$ cat src/rtl/add_round_key_ks_pkg.sv
`default_nettype none
// ============================================================================
// Module : add_round_key_ks_pkg
// Brief  : Shared AES constants: round count, rcon sequence and S-box lookup.
// Rev    : 1.0  initial release
// ============================================================================
package add_round_key_ks_pkg;

    localparam int NR_128 = 10;

    // rcon bytes for rounds 0..9, round 0 in the most significant byte
    localparam logic [79:0] RCON_TABLE = 80'h01_02_04_08_10_20_40_80_1b_36;

    // S-box entries with index 0x00 in the most significant byte
    localparam logic [2047:0] SBOX_TABLE = {
        128'h637c777bf26b6fc53001672bfed7ab76,
        128'hca82c97dfa5947f0add4a2af9ca472c0,
        128'hb7fd9326363ff7cc34a5e5f171d83115,
        128'h04c723c31896059a071280e2eb27b275,
        128'h09832c1a1b6e5aa0523bd6b329e32f84,
        128'h53d100ed20fcb15b6acbbe394a4c58cf,
        128'hd0efaafb434d338545f9027f503c9fa8,
        128'h51a3408f929d38f5bcb6da2110fff3d2,
        128'hcd0c13ec5f974417c4a77e3d645d1973,
        128'h60814fdc222a908846eeb814de5e0bdb,
        128'he0323a0a4906245cc2d3ac629195e479,
        128'he7c8376d8dd54ea96c56f4ea657aae08,
        128'hba78252e1ca6b4c6e8dd741f4bbd8b8a,
        128'h703eb5664803f60e613557b986c11d9e,
        128'he1f8981169d98e949b1e87e9ce5528df,
        128'h8ca1890dbfe6426841992d0fb054bb16
    };

    function automatic logic [7:0] aes_sbox(input logic [7:0] b);
        return SBOX_TABLE[2047 - 8 * int'(b) -: 8];
    endfunction

    function automatic logic [7:0] aes_rcon(input logic [3:0] r);
        logic [7:0] v;
        v = 8'h00;
        if (r < 4'd10) begin
            v = RCON_TABLE[79 - 8 * int'(r) -: 8];
        end
        return v;
    endfunction

endpackage
`default_nettype wire

$ cat src/rtl/aes_key_step.sv
`default_nettype none
// ============================================================================
// Module : aes_key_step
// Brief  : Combinational AES-128 key expansion step, one round key to the next.
// Rev    : 1.0  initial release
// ============================================================================
module aes_key_step
    import add_round_key_ks_pkg::*;
(
    input  logic [127:0] rk_i,
    input  logic [7:0]   rcon_i,
    output logic [127:0] rk_next_o
);

    logic [31:0] w_w0;
    logic [31:0] w_w1;
    logic [31:0] w_w2;
    logic [31:0] w_w3;
    logic [31:0] w_rot;
    logic [31:0] w_t;
    logic [31:0] w_n0;
    logic [31:0] w_n1;
    logic [31:0] w_n2;
    logic [31:0] w_n3;

    assign {w_w0, w_w1, w_w2, w_w3} = rk_i;

    // RotWord moves the top byte of w3 to the bottom
    assign w_rot = {w_w3[23:0], w_w3[31:24]};

    assign w_t = {aes_sbox(w_rot[31:24]) ^ rcon_i,
                  aes_sbox(w_rot[23:16]),
                  aes_sbox(w_rot[15:8]),
                  aes_sbox(w_rot[7:0])};

    assign w_n0 = w_w0 ^ w_t;
    assign w_n1 = w_w1 ^ w_n0;
    assign w_n2 = w_w2 ^ w_n1;
    assign w_n3 = w_w3 ^ w_n2;

    assign rk_next_o = {w_n0, w_n1, w_n2, w_n3};

endmodule
`default_nettype wire

$ cat src/rtl/add_round_key_ks.sv
`default_nettype none
// ============================================================================
// Module : add_round_key_ks
// Brief  : AddRoundKey stage with in-place AES-128 round-key advance.
// Rev    : 1.0  initial release
// ============================================================================
module add_round_key_ks
    import add_round_key_ks_pkg::*;
#(
    parameter int NR    = NR_128,
    parameter int KEY_W = 128
) (
    input  logic             clk,
    input  logic             rst,
    input  logic             key_load,
    input  logic [KEY_W-1:0] key_in,
    input  logic             in_valid,
    output logic             in_ready,
    input  logic [KEY_W-1:0] in_state,
    output logic             out_valid,
    input  logic             out_ready,
    output logic [KEY_W-1:0] out_state,
    output logic [3:0]       out_round,
    output logic             out_last,
    output logic             key_ok
);

    localparam logic [3:0] c_last_round = 4'(NR);

    logic [KEY_W-1:0] key_q,       key_d;
    logic [KEY_W-1:0] rk_q,        rk_d;
    logic [3:0]       round_q,     round_d;
    logic             key_ok_q,    key_ok_d;
    logic             out_valid_q, out_valid_d;
    logic [KEY_W-1:0] out_state_q, out_state_d;
    logic [3:0]       out_round_q, out_round_d;
    logic             out_last_q,  out_last_d;

    logic [KEY_W-1:0] w_rk_next;
    logic             w_accept;
    logic             w_at_last;

    aes_key_step u_key_step (
        .rk_i      (rk_q),
        .rcon_i    (aes_rcon(round_q)),
        .rk_next_o (w_rk_next)
    );

    assign in_ready  = key_ok_q & ~key_load & (~out_valid_q | out_ready);
    assign w_accept  = in_valid & in_ready;
    assign w_at_last = (round_q == c_last_round);

    always_comb begin
        key_d       = key_q;
        rk_d        = rk_q;
        round_d     = round_q;
        key_ok_d    = key_ok_q;
        out_valid_d = out_valid_q;
        out_state_d = out_state_q;
        out_round_d = out_round_q;
        out_last_d  = out_last_q;

        if (key_load) begin
            key_d       = key_in;
            rk_d        = key_in;
            round_d     = 4'd0;
            key_ok_d    = 1'b1;
            out_valid_d = 1'b0;
        end else if (w_accept) begin
            out_valid_d = 1'b1;
            out_state_d = in_state ^ rk_q;
            out_round_d = round_q;
            out_last_d  = w_at_last;
            // After the final round the schedule rewinds to the stored cipher key
            if (w_at_last) begin
                rk_d    = key_q;
                round_d = 4'd0;
            end else begin
                rk_d    = w_rk_next;
                round_d = round_q + 4'd1;
            end
        end else if (out_valid_q && out_ready) begin
            out_valid_d = 1'b0;
        end
    end

    always_ff @(posedge clk) begin
        if (rst) begin
            key_q       <= '0;
            rk_q        <= '0;
            round_q     <= 4'd0;
            key_ok_q    <= 1'b0;
            out_valid_q <= 1'b0;
            out_state_q <= '0;
            out_round_q <= 4'd0;
            out_last_q  <= 1'b0;
        end else begin
            key_q       <= key_d;
            rk_q        <= rk_d;
            round_q     <= round_d;
            key_ok_q    <= key_ok_d;
            out_valid_q <= out_valid_d;
            out_state_q <= out_state_d;
            out_round_q <= out_round_d;
            out_last_q  <= out_last_d;
        end
    end

    assign out_valid = out_valid_q;
    assign out_state = out_state_q;
    assign out_round = out_round_q;
    assign out_last  = out_last_q;
    assign key_ok    = key_ok_q;

endmodule
`default_nettype wire
$ cat config.mk
export PLATFORM = sky130hd
export DESIGN_NAME = add_round_key_ks
export DESIGN_NICKNAME = d
export VERILOG_FILES = /design/src/rtl/add_round_key_ks_pkg.sv /design/src/rtl/aes_key_step.sv /design/src/rtl/add_round_key_ks.sv
export SDC_FILE = /design/constraint.sdc
export NUM_CORES = 2
export LEC_CHECK = 0
export CORE_ASPECT_RATIO = 0.8
export CORE_MARGIN = 1
export CORE_UTILIZATION = 25
export CTS_CLUSTER_SIZE = 8
export DETAILED_ROUTE_END_ITERATION = 7
export HOLD_SLACK_MARGIN = 0.08
export PLACE_DENSITY = 0.4
export SKIP_CTS_REPAIR_TIMING = 1
export SYNTH_ARGS = -nofsm -noshare
export SYNTH_HDL_FRONTEND = slang
export SYNTH_SLANG_ARGS = --single-unit
$ cat constraint.sdc
create_clock -name clk -period 9.1 [get_ports clk]
set_input_delay 1.365 -clock clk [delete_from_list [all_inputs] [get_ports clk]]
set_output_delay 1.365 -clock clk [all_outputs]
set_load 0.005 [all_outputs]
After elaboration in Yosys (flattened, before gate mapping)
Index checks and enable logic that the tools add are counted.
{"block": "totals", "ff_bits": 395, "latch_bits": 0, "ramBits": 0, "rom_bits": 0, "input_bits": 261, "out_inout_bits": 136, "word_cells": 45, "memories": 0}
{"block": "classes", "n_addsub": 6, "mul": 0, "div_mod_pow": 0, "n_lt_le_gt_ge": 1, "eq_ne": 1, "shift": 5, "muxes": 7, "bitwise_logic": 12, "n_reduce_logical": 5}
{"cell": "2055-bit by 32-bit variable part select with 8-bit output, first input constant", "count": 4}
{"cell": "128-bit 2-to-1 mux", "count": 3}
{"cell": "128-bit XOR", "count": 1}
{"cell": "32-bit XOR", "count": 4}
{"cell": "87-bit by 8-bit variable part select with 8-bit output, first input constant", "count": 1}
{"cell": "11-bit by 11-bit subtractor with 12-bit output, first input constant", "count": 4}
{"cell": "8-bit 2-to-1 mux", "count": 1}
{"cell": "7-bit by 7-bit subtractor with 8-bit output, first input constant", "count": 1}
{"cell": "8-bit XOR", "count": 1}
{"cell": "4-bit by 1-bit adder with 4-bit output, second input constant", "count": 1}
{"cell": "4-bit == test, second input constant", "count": 1}
{"cell": "4-bit less-than comparator, second input constant", "count": 1}
{"cell": "4-bit 2-to-1 mux", "count": 1}
{"cell": "2-bit nonzero test", "count": 2}
{"cell": "1-bit bitwise AND", "count": 3}
{"cell": "1-bit 2-to-1 mux", "count": 2}
{"cell": "1-bit NOT", "count": 2}
{"cell": "2-bit AND reduction", "count": 1}
{"cell": "2-bit OR reduction", "count": 1}
{"cell": "1-bit logical AND", "count": 1}
{"cell": "1-bit OR", "count": 1}

Logic depth before layout (Yosys ltp)
{"block": "logic_depth", "ltp_word": 11, "depth_mapped": 16, "ltp_nobuf": 11}

Modules after synthesis
From an unflattened synthesis, not the netlist that was laid out.
{"block": "hier_totals", "cells_unflattened": 4351, "hier_area_um2": 32726.4}
{"mod": "add_round_key_ks", "n_inst": 1, "cells_each": 2056, "area_each_um2": 17120.2, "seq_area_each_um2": 7907.6}
{"mod": "aes_key_step", "n_inst": 1, "cells_each": 2295, "area_each_um2": 15606.2, "seq_area_each_um2": 0.0}

Worst setup path after synthesis
OpenSTA, ideal clock, no wires.
{"block": "synth_path", "path_type": "register -> register", "start": "reg rk_q[1]", "end": "reg rk_q[13]", "setup_time_ns": 0.074, "arrival_ns": 3.982, "required_time_ns": 9.026, "setup_slack_ns": 5.044, "stages_incl_launch_ff": 16, "path_buffers": 4, "period_less_slack_ns": 4.056, "cell_sequence": "dfxtp_1 clkbuf_1 buf_2 buf_2 inv_1 ha_1 and2_1 clkbuf_1 o31a_1 o221a_2 a211o_1 a22oi_1 xnor2_2 xnor3_1 or4_1 a31oi_1"}
{"block": "synth_between", "elab_chain_len": 9}
{"element": "start, declared", "line_no": "add_round_key_ks.sv:31", "rtl": "logic [KEY_W-1:0] rk_q, rk_d;"}
{"element": "start signal, assigned", "line_no": "add_round_key_ks.sv:99", "rtl": "rk_q <= rk_d;"}
{"element": "11-bit by 11-bit subtractor with 12-bit output", "line_no": "add_round_key_ks_pkg.sv:35", "rtl": "return SBOX_TABLE[2047 - 8 * int'(b) -: 8];"}
{"element": "2055-bit by 32-bit variable part select with 8-bit output", "line_no": "add_round_key_ks_pkg.sv:35"}
{"element": "32-bit XOR", "line_no": "aes_key_step.sv:36", "rtl": "assign w_n0 = w_w0 ^ w_t;"}
{"element": "32-bit XOR", "line_no": "aes_key_step.sv:37", "rtl": "assign w_n1 = w_w1 ^ w_n0;"}
{"element": "32-bit XOR", "line_no": "aes_key_step.sv:38", "rtl": "assign w_n2 = w_w2 ^ w_n1;"}
{"element": "32-bit XOR", "line_no": "aes_key_step.sv:39", "rtl": "assign w_n3 = w_w3 ^ w_n2;"}
{"element": "128-bit 2-to-1 mux", "line_no": "add_round_key_ks.sv:75", "rtl": "if (w_at_last) begin"}
{"element": "128-bit 2-to-1 mux", "line_no": "add_round_key_ks.sv:69", "rtl": "end else if (w_accept) begin"}
{"element": "128-bit 2-to-1 mux", "line_no": "add_round_key_ks.sv:63", "rtl": "if (key_load) begin"}
No other way between the ends. The select of a mux whose other input is x is not followed.
A chain may end at the register's enable or synchronous reset.

Final worst setup path
{"block": "layout_path", "start": "reg rk_q[24]", "end": "reg rk_q[6]"}
The elaborated chain is that of the path after synthesis.

==> Flow_metrics.wiki <==
{| class="wikitable"
! Metric !! Value
|-
| Final setup violation count || 0
|-
| Worst-path fanout max || 37
|-
| Layout cells sized above 1 || 7.13%
|-
| Tcrit/Tclk final || a little under three fifths
|-
| Primary FF master, synth || dfxtp_1
|-
| Worst Setup Slack post-DPL || 3.99 ns
|-
| Final number of hold-violating endpoints || 0
|-
| Worst endpoint data arrival time || about 5.6 ns
|-
| Maximum level of the CTS H-tree || 2
|-
| Per-cell via count in the routed design || 5.75
|-
| Capturing element type of the critical path || register
|-
| Min-delay src || out_round[3]
|-
| Die X || around 410 um
|-
| Post-synthesis sequential area ratio || between 20% and 30%
|-
| Reg2reg end || rk_q[6]
|-
| Final setup margin || about 4.1 ns
|-
| Achievable Freq || approximately 200 MHz
|-
| Number of DRC markers in iteration 0 || 4820
|-
| CTS tree || yes
|-
| Kind of critical path || reg2reg
|-
| Total number of vias || approximately 35000
|-
| Worst Skew || about 0.032 ns
|-
| Longest Clk Path Bufs || 3
|-
| Starting utilization of the core area || around a quarter
|-
| Cells on Worst Hold Path || 2
|-
| Global placement routability congestion || around 0.97
|-
| First-pass GRT wire length || ~230000 um
|-
| Max Slew Vio Count || 0
|-
| Worst hold slack after final layout || 0.463 ns
|-
| Top-Level Pins || slightly below 400
|-
| Top-area cell type share of the netlist area || around 24%
|-
| Final cell utilization of the core || a little under a third
|-
| Post-Place Cell Area || about 38000 um2
|-
| Synthesized netlist net count || approximately 4500
|-
| Post-synthesis instance area || 32900 um2
|-
| Kind of start point of the critical path || register
|-
| Number of distinct library cells after synthesis || 108
|-
| Die area || approximately 130000 um2
|-
| Global routing usage summed across all routing layers || 22.5%
|-
| Design Power || roughly 7.5 mW
|-
| Number of instances in the synthesized netlist || between 4000 and 5000
|-
| End point of the worst hold path || out_round[3]
|-
| Top cells by instance count after synthesis || 415 x nor2_1, 395 x dfxtp_1, 305 x nand2_1
|-
| FILL cells || approximately 14000
|-
| Number of search-and-repair iterations in the first detailed-routing pass || 8
|-
| Warnings, synthesis || 0
|-
| Synthesis-to-layout area growth || 19.4%
|-
| # clock sinks || approximately 400
|-
| Startpoint of the most critical register-to-register path || rk_q[24]
|-
| Min-delay worst type || reg2reg
|-
| # Max-Cap Violations || 0
|-
| CP peak stage delay || between 1 and 1.5 ns
|-
| Worst Reg2Reg Path Length in Cells || 12
|-
| Largest voltage drop on the vdd net || roughly 0.00013 V
|-
| Area of combinational cells with multiple inputs || approximately 23000 um2
|-
| Pin count of the biggest net entering global routing || 214
|-
| Worst EP required || just under 10 ns
|-
| Final wirelength || roughly 160000 um
|-
| Root buffer selected by CTS || clkbuf_16
|-
| Non-filler instance count after layout || between 6000 and 7000
|-
| Total non-filler cell area in the finished layout || between 30000 and 40000 um2
|-
| Post-synthesis register bit count || 395
|-
| Slowest stage cell on the critical path || a2111oi_0
|-
| Power density normalized to cell area || between 150 and 200 nW/um2
|-
| Final critical path time including I/O delays and setup || between 5 and 6 ns
|-
| DRC violation count after routing || 0
|-
| Most frequent cell after synthesis || nor2_1
|-
| Footprint of the flip-flops and latches || a little under 8000 um2
|-
| Setup repair after global routing missed its margin || false
|-
| Transition time of the tightest slew-check pin || around 1.2 ns
|-
| Result of the run || finished, final reports clean
|-
| Reg2Reg Setup Slack || 4.07 ns
|-
| Drt wl/cell || roughly 26 um
|-
| Placed insts || slightly below 6000
|-
| Vias in the first global route || approximately 32000
|-
| Clock Pin Slew Worst Setup and Hold Paths || roughly 0.05 ns
|-
| Total negative slack || 0 ns
|-
| Slew HR || about 15%
|-
| Clock insertion delay at the later pin of the skew report || 0.67 ns
|-
| List of cells traversed by the critical path || buf_4 > clkinv_1 > ha_1 > and2_1 > o211ai_1 > o31ai_1 > a2111oi_0 > or3_1 > o2111a_2 > xnor3_1 > or4_1 > a31oi_1
|-
| Detailed-placement wirelength estimate || 108000 um
|-
| Initial antenna violation count || 25
|-
| Total global routing overflow || 0
|-
| Avg Synthesized Cell Area || 7.83 um2
|-
| Final #Nets || around 4600
|-
| Post-DRT Antenna Nets || 0
|-
| Die Y-Extent || 326 um
|-
| P_leak || 13.3 nW
|-
| Count of input and output buffers || 396
|-
| Number of core rows || 118
|-
| Cell type contributing the most total cell area after synthesis || dfxtp_1
|-
| Ranking of synthesized cells by area || dfxtp_1 24%, xnor2_1 5.6%, nor2_1 4.7%
|-
| Share of flip-flops with an asynchronous set or reset after synthesis || 0%
|-
| EDFF count, synth || 0
|-
| TritonCTS Buffers || 58
|-
| Core area || roughly 130000 um2
|}
[cell families (layout without fill, tap and decap cells)]
family          Yosys count  in the layout  share of synthesized area (%)
mux                     201            201                           7.79
compound gates         1378           1378                           30.2
simple gates           1342           1342                           19.9
fa+ha+maj                66             66                           2.50
other cells               0              6                              0
xor+xnor                282            282                           8.29
buf+inv                 535            630                           7.35
flops                   395            395                           24.0
[layer usage]
layer	track usage (%)	wire, um	up-vias
met3	6.23	15900	298
met5	0	230	-
met2	32.4	65300	1845
met1	32.1	70800	16695
li1	-	-	15888
met4	6.79	4840	32
[power by group]
group,switching [mW],internal (mW),leakage [nW],total (mW)
logic,2.17,1.31,9.24,3.47
registers,0.190,1.85,3.25,2.04
clock network,0.860,1.17,0.769,2.04
total,3.22,4.33,13.3,7.55
[area by class of cell]
class | count | share of cell area [%]
antenna | 6 | 0.0382
sequential | 395 | 20.2
clock buffer | 68 | 3.84
clock inverter | 8 | 0.239
timing repair buffer | 483 | 11.9
multi-input combinational | 3269 | 57.5
tap | 1740 | 5.54
inverter | 71 | 0.685
[flip-flops by register name, indices dropped and copies added (netlist names)]
register and flops:
key_ok 1, rk_q 128, key_q 128, out_valid 1, round_q 4, out_round 4
out_state 128, out_last 1
[cells in the final DEF, fill, tap and decap left out, types with 106 or more instances in the layout]
master	n
nand2b_1	122
nor2b_1	106
clkdlybuf4s50_1	394
a211oi_1	182
nor2_1	412
mux2i_1	142
o21ai_0	194
nand2_1	303
xnor2_1	211
a222oi_1	111
dfxtp_1	383
a21oi_1	273
[critical path: cells and delay by family, from the launching register on]
family,cells,cell delay (ns)
adders and majority gates,1,0.63
buffers and inverters,2,0.94
DFF,1,0.30
xor gates and xnor gates,1,0.30
and+or+nand+nor,3,1.01
AOI/OAI and AO/OA,5,1.75
[worst max-delay path by stage]
stage	startpoint	end	cells past startpoint
2_1_floorplan	rk_q[1]	rk_q[13]	15
3_3_place_gp	out_ready	rk_q[28]	11
3_5_place_dp	out_ready	rk_q[28]	11
4_1_cts	rk_q[24]	rk_q[6]	13
5_1_grt	rk_q[0]	rk_q[10]	11
6_report	rk_q[24]	rk_q[6]	12
(Power assumes the default switching activity.)
